==> src/rtl/cromossomo_carregador_serial_pkg.sv <==
// Shared sizes and FSM state type for the byte-serial chromosome loader.
// The chromosome holds 25 logic elements of 15 bits plus 8 outputs of 6 bits.
package cromossomo_carregador_serial_pkg;

    localparam int N_LES      = 25;
    localparam int LE_BITS    = 15;
    localparam int N_OUTS     = 8;
    localparam int OUT_BITS   = 6;
    localparam int CHROM_BITS = N_LES * LE_BITS + N_OUTS * OUT_BITS;  // 423
    localparam int BYTE_W     = 8;
    localparam int N_BYTES    = (CHROM_BITS + BYTE_W - 1) / BYTE_W;   // 53
    localparam int CNT_W      = $clog2(N_BYTES + 1);                  // 6

    typedef enum logic [1:0] {
        IDLE  = 2'd0,
        LOAD  = 2'd1,
        CHECK = 2'd2
    } state_t;

endpackage

==> src/rtl/cromossomo_carregador_serial.sv <==
// Byte-serial chromosome loader: assembles 53 data bytes in a shadow register and
// commits them to the active chromosome in one edge, only if the XOR checksum matches.
module cromossomo_carregador_serial
    import cromossomo_carregador_serial_pkg::*;
(
    input  logic                  clk,
    input  logic                  rst,
    input  logic                  load_start,
    input  logic [BYTE_W-1:0]     byte_in,
    input  logic                  byte_valid,
    output logic                  byte_ready,
    output logic [CHROM_BITS-1:0] cromossomo,
    output logic                  cromossomo_valid,
    output logic                  busy,
    output logic                  load_done,
    output logic                  load_error
);

    state_t                state;
    state_t                state_next;
    logic [CNT_W-1:0]      byte_cnt;
    logic [BYTE_W-1:0]     acc;
    logic [BYTE_W-1:0]     chk;
    logic [CHROM_BITS-1:0] shadow;
    logic                  xfer;
    logic                  last_byte;

    assign xfer      = byte_valid && byte_ready;
    assign last_byte = (byte_cnt == CNT_W'(N_BYTES));
    assign busy      = (state != IDLE);

    always_ff @(posedge clk) begin
        if (rst) begin
            state <= IDLE;
        end else begin
            state <= state_next;
        end
    end

    // NOTE: every output of this block gets a default first, so no path leaves it holding a latch.
    always_comb begin
        state_next = state;
        byte_ready = 1'b0;
        case (state)
            IDLE: begin
                if (load_start) state_next = LOAD;
            end
            LOAD: begin
                byte_ready = !load_start;
                if (byte_valid && !load_start && last_byte) state_next = CHECK;
            end
            CHECK: begin
                state_next = IDLE;
            end
            default: begin
                state_next = IDLE;
            end
        endcase
    end

    // NOTE: the shadow is a plain register, not a RAM, so clearing it under reset is cheap and keeps outputs deterministic.
    always_ff @(posedge clk) begin
        if (rst) begin
            byte_cnt         <= '0;
            acc              <= '0;
            chk              <= '0;
            shadow           <= '0;
            cromossomo       <= '0;
            cromossomo_valid <= 1'b0;
            load_done        <= 1'b0;
            load_error       <= 1'b0;
        end else begin
            load_done  <= 1'b0;
            load_error <= 1'b0;
            case (state)
                IDLE: begin
                    if (load_start) begin
                        byte_cnt <= '0;
                        acc      <= '0;
                    end
                end
                LOAD: begin
                    if (load_start) begin
                        byte_cnt <= '0;
                        acc      <= '0;
                    end else if (xfer) begin
                        if (last_byte) begin
                            chk <= byte_in;
                        end else begin
                            // Bit 7 of the final data byte has no home above bit 422; it only feeds the checksum.
                            for (int b = 0; b < CHROM_BITS; b++) begin
                                if (b / BYTE_W == int'(byte_cnt)) shadow[b] <= byte_in[b % BYTE_W];
                            end
                            acc      <= acc ^ byte_in;
                            byte_cnt <= byte_cnt + CNT_W'(1);
                        end
                    end
                end
                CHECK: begin
                    if (chk == acc) begin
                        cromossomo       <= shadow;
                        cromossomo_valid <= 1'b1;
                        load_done        <= 1'b1;
                    end else begin
                        load_error       <= 1'b1;
                    end
                end
                default: ;
            endcase
        end
    end

endmodule

==> config.mk <==
export PLATFORM = sky130hd
export DESIGN_NAME = cromossomo_carregador_serial
export DESIGN_NICKNAME = d
export VERILOG_FILES = /design/src/rtl/cromossomo_carregador_serial_pkg.sv /design/src/rtl/cromossomo_carregador_serial.sv
export SDC_FILE = /design/constraint.sdc
export NUM_CORES = 2
export LEC_CHECK = 0
export CAP_MARGIN = 20
export CORE_ASPECT_RATIO = 0.9
export CORE_MARGIN = 2
export CORE_UTILIZATION = 55
export CTS_CLUSTER_SIZE = 12
export DETAILED_ROUTE_END_ITERATION = 8
export GPL_TIMING_DRIVEN = 0
export PLACE_DENSITY = 0.77
export SLEW_MARGIN = 20
export SYNTH_ARGS = -nofsm -noshare
export SYNTH_HDL_FRONTEND = slang
export SYNTH_SLANG_ARGS = --single-unit
==> constraint.sdc <==
create_clock -name clk -period 7.4 [get_ports clk]
set_clock_uncertainty 0.2 [all_clocks]
set_input_delay 2.22 -clock clk [delete_from_list [all_inputs] [get_ports clk]]
set_output_delay 2.22 -clock clk [all_outputs]
set_load 0.01 [all_outputs]
==> run_results.csv <==
group,metric,value,unit
outcome,outcome,"finished, final reports clean",
finish,most-common-layout-cells,"dfxtp_1 (873), nand2b_1 (853), mux2i_1 (815)",
yosys,ys_warn_count,0,
route,vias,26120,
timing,final-max-slew-violation-count,0,
finish,mostFrequentLayoutCell,"dfxtp_1",
worst_setup_path,crit_path_start_kind,"input pin",
grt,initial_antenna_violation_count,0,
placement,buffer_ports.inserted,430,
worst_setup_path,critPathCaptureType,"output pin",
grt,via_count_of_the_first_global_routing_pass,25290,
grt,globalRouteTotalUtil,28.28,%
route,met3_wirelength,6170,um
yosys,synth_top_cell_area_share,49.08,%
timing,fin_tns_setup,0,ps
worst_setup_path,worst_path_required_time,4980,ps
clock_network,root_cell_of_the_clock_tree,"clkbuf_16",
yosys,synth.ff_latch_count,873,
finish,finalNonFillerCells,4936,
power,power_switching,2.027,mW
grt,grt_overflow,0,
worst_setup_path,critical_path.reg2reg.startpoint,"state[0]",
yosys,synth_fa_ha_area_share,0.1405,%
placement,finalWeightedCongestion,0.8562,
power,power_frac_clock,45.4,%
yosys,async_reset_ff_share,0,%
finish,area_delta_synth_final,22.47,%
timing,timing.final.ws_setup,675.1,ps
die,initial_cell_density_of_the_core,55.57,%
clock_network,post_cts_resized,0,
worst_setup_path,critPathArrivalTime,4300,ps
die,rows,88,
flow_run,maxCapViolCount,0,
clock_network,postCtsHoldBufs,0,
worst_setup_path,reg2reg_setup_slack,3690,ps
placement,dp.cells,4798,
timing,min_period_over_period,90.88,%
yosys,synth-compound-area-share,1.634,%
placement,place_ws,731.3,ps
worst_setup_path,crit_reg_reg_endpoint,"cromossomo[292]",
grt,wire_length_of_the_first_global_routing_pass,147500,um
yosys,post_synth_instance_area,0.03561,mm^2
yosys,post_synth_mux_area_share,22.91,%
finish,design.final.nets,4049,
worst_setup_path,timing_worst_setup_path_type,"in2out",
clock_network,post_cts_buffers,0,
timing,finalSetupViolCount,0,
timing,period_needed,6725,ps
finish,postLayoutCellArea,0.04361,mm^2
clock_network,clock_sinks,873,
power,switching_share,22.02,%
placement,place_hpwl,67690,um
worst_setup_path,ff2ff_path_depth,6,
clock_network,clk_transition_reported_paths,60,ps
yosys,synth-edff-count,0,
power,max-vdd-ir-drop,183.1,uV
die,chipWidth,272.2,um
placement,placement.cell_area,0.04098,mm^2
die,die_area,0.06680,mm^2
timing,worst_slew_pin_slew,1070,ps
power,power_density,211.0,mW/mm^2
power,cellInternalPower,7.177,mW
grt,maximum_number_of_pins_on_one_net_before_global_route_repair,13,
finish,drive_above_1_share,4.460,%
finish,antenna_cells_inserted,0,
clock_network,tritoncts_clock_tree,"built",
timing,slew_headroom,28.26,%
clock_network,worst_skew_pair.late_latency,640,ps
yosys,post_synth.cell_area_avg,10.14,um^2
worst_hold_path,hold_removal_path_class,"reg2reg",
worst_setup_path,critPathCapture,"byte_ready",
worst_setup_path,setup.worst_path.start,"load_start",
route,route.detailed.vias_per_inst,5.292,
yosys,synth_seq_area_share,49.08,%
yosys,postSynthCellCount,3513,
route,wirelength,97270,um
yosys,yosys.area.top_type,"dfxtp_1",
power,combinational_power_share,3.5,%
power,leakage,15.33,nW
finish,postLayoutCoreUtil,68.05,%
clock_network,cts_htree_levels,3,
clock_network,tritoncts.num_buffers,88,
route,antenna_nets_post_route,0,
timing,final_hold_viol_count,0,
die,boundaryPins,440,
route,initialDrtViolationCount,2082,
yosys,yosysUniqueCellTypes,47,
route,post-route-drc-count,0,
yosys,ys_dominant_reg_cell,"dfxtp_1",
timing,fmax_achieved,0.1487,GHz
yosys,syn_nets,3529,
route,routedLengthMet1,43860,um
die,fp.coreArea,0.06408,mm^2
power,share_seq_of_total_power,51.1,%
worst_setup_path,cp_max_fo,8,
route,wire_length_per_cell,19.71,um
clock_network,max-clock-path-buffers,3,
die,die_height,245.4,um
route,drt-pass1-iter-count,7,
yosys,synth_top_cells_by_area,"dfxtp_1 (49%), mux2i_1 (23%), nand2b_1 (15%), nor2_1 (4.3%), clkbuf_1 (2.4%)",
yosys,simple_gate_area_share_of_the_yosys_netlist,22.80,%
route,top_layer_used,"met4",
yosys,post_synth_xor_area_fraction,0.1968,%
route,wl_met2,45160,um
yosys,largest_family_of_logic_cells_by_synthesized_area,"multiplexers",
timing,grt_setup_unrepaired,"no",
==> per-stage QoR <==
stage	hold WS, ps	power, mW
after floorplan	248.5	5.009
after global placement	253.8	5.123
after detailed placement	262.6	5.123
after CTS	273.1	9.243
after global routing	283.9	9.472
final	268.7	9.204
==> worst max-delay path: stages <==
cell	delay [ps]
clkdlybuf4s50_1	550
or3b_2	490
clkbuf_1	180
inv_1	170
clkdlybuf4s50_1	670
==> power groups by stage <==
stage	registers, mW	clock network, mW	logic, mW
after global routing	4.70	4.43	0.339
after floorplan	4.81	0	0.202
after global placement	4.81	0	0.315
after CTS	4.70	4.22	0.316
final	4.70	4.18	0.320
after detailed placement	4.81	0	0.315
==> layout make-up <==
| cell class | count | area [um^2] |
|---|---|---|
| Clock inverter | 8 | 63.81 |
| Tap cell | 855 | 1070 |
| Fill cell | 5179 | 20470 |
| Inverter | 5 | 18.77 |
| Multi-Input combinational cell | 2350 | 16980 |
| Clock buffer | 130 | 2562 |
| Timing Repair Buffer | 430 | 4304 |
| Sequential cell | 873 | 17480 |
| Buffer | 285 | 1135 |
==> sequential cells by signal (all words and copies together) (netlist names) <==
name	cells
shadow	423
load_error	1
cromossomo_valid	1
acc	8
state	2
load_done	1
cromossomo	423
byte_cnt	6
chk	8
==> worst min-delay path by stage <==
| stage | start | to | slack (ps) | cells after the start |
|---|---|---|---|---|
| 6_report | shadow[345] | cromossomo[345] | 270 | 2 |
| 5_1_grt | cromossomo[220] | cromossomo[220] | 280 | 2 |
| 4_1_cts | shadow[112] | cromossomo[112] | 270 | 2 |
| 3_5_place_dp | cromossomo[76] | cromossomo[76] | 260 | 2 |
| 3_3_place_gp | cromossomo_valid | cromossomo_valid | 250 | 1 |
| 2_1_floorplan | shadow[384] | cromossomo[384] | 250 | 2 |
==> cells in the mapped netlist (all sizes together) (4+ instances only) <==
master and count:
a21oi 51, buf 61, clkbuf 224, dfxtp 873, ha 4, inv 5, mux2i 815, nand2 10
nand2b 853, nand3 43, nand3b 10, nand4 28, nor2 411, nor2b 6, nor3 9, nor4 23
o21ai 49, xnor2 8
==> cells by family after synthesis <==
| kind of cell | after synthesis |
|---|---|
| flip-flops | 873 |
| adder cells (fa/ha/maj) | 4 |
| AND/OR/NAND/NOR | 1413 |
| XOR/XNOR | 8 |
| multiplexers | 815 |
| AO/OA/AOI/OAI | 110 |
| buffers and inverters | 290 |
==> metal layers <==
metal / global-route usage [%] / vias up
li1: - / 12640
met1: 38.72 / 12630
met2: 45.79 / 722
met3: 5.507 / 132
met4: 7.207 / 0
met5: 0 / -
Note: power is estimated with default switching activity, not from simulation.
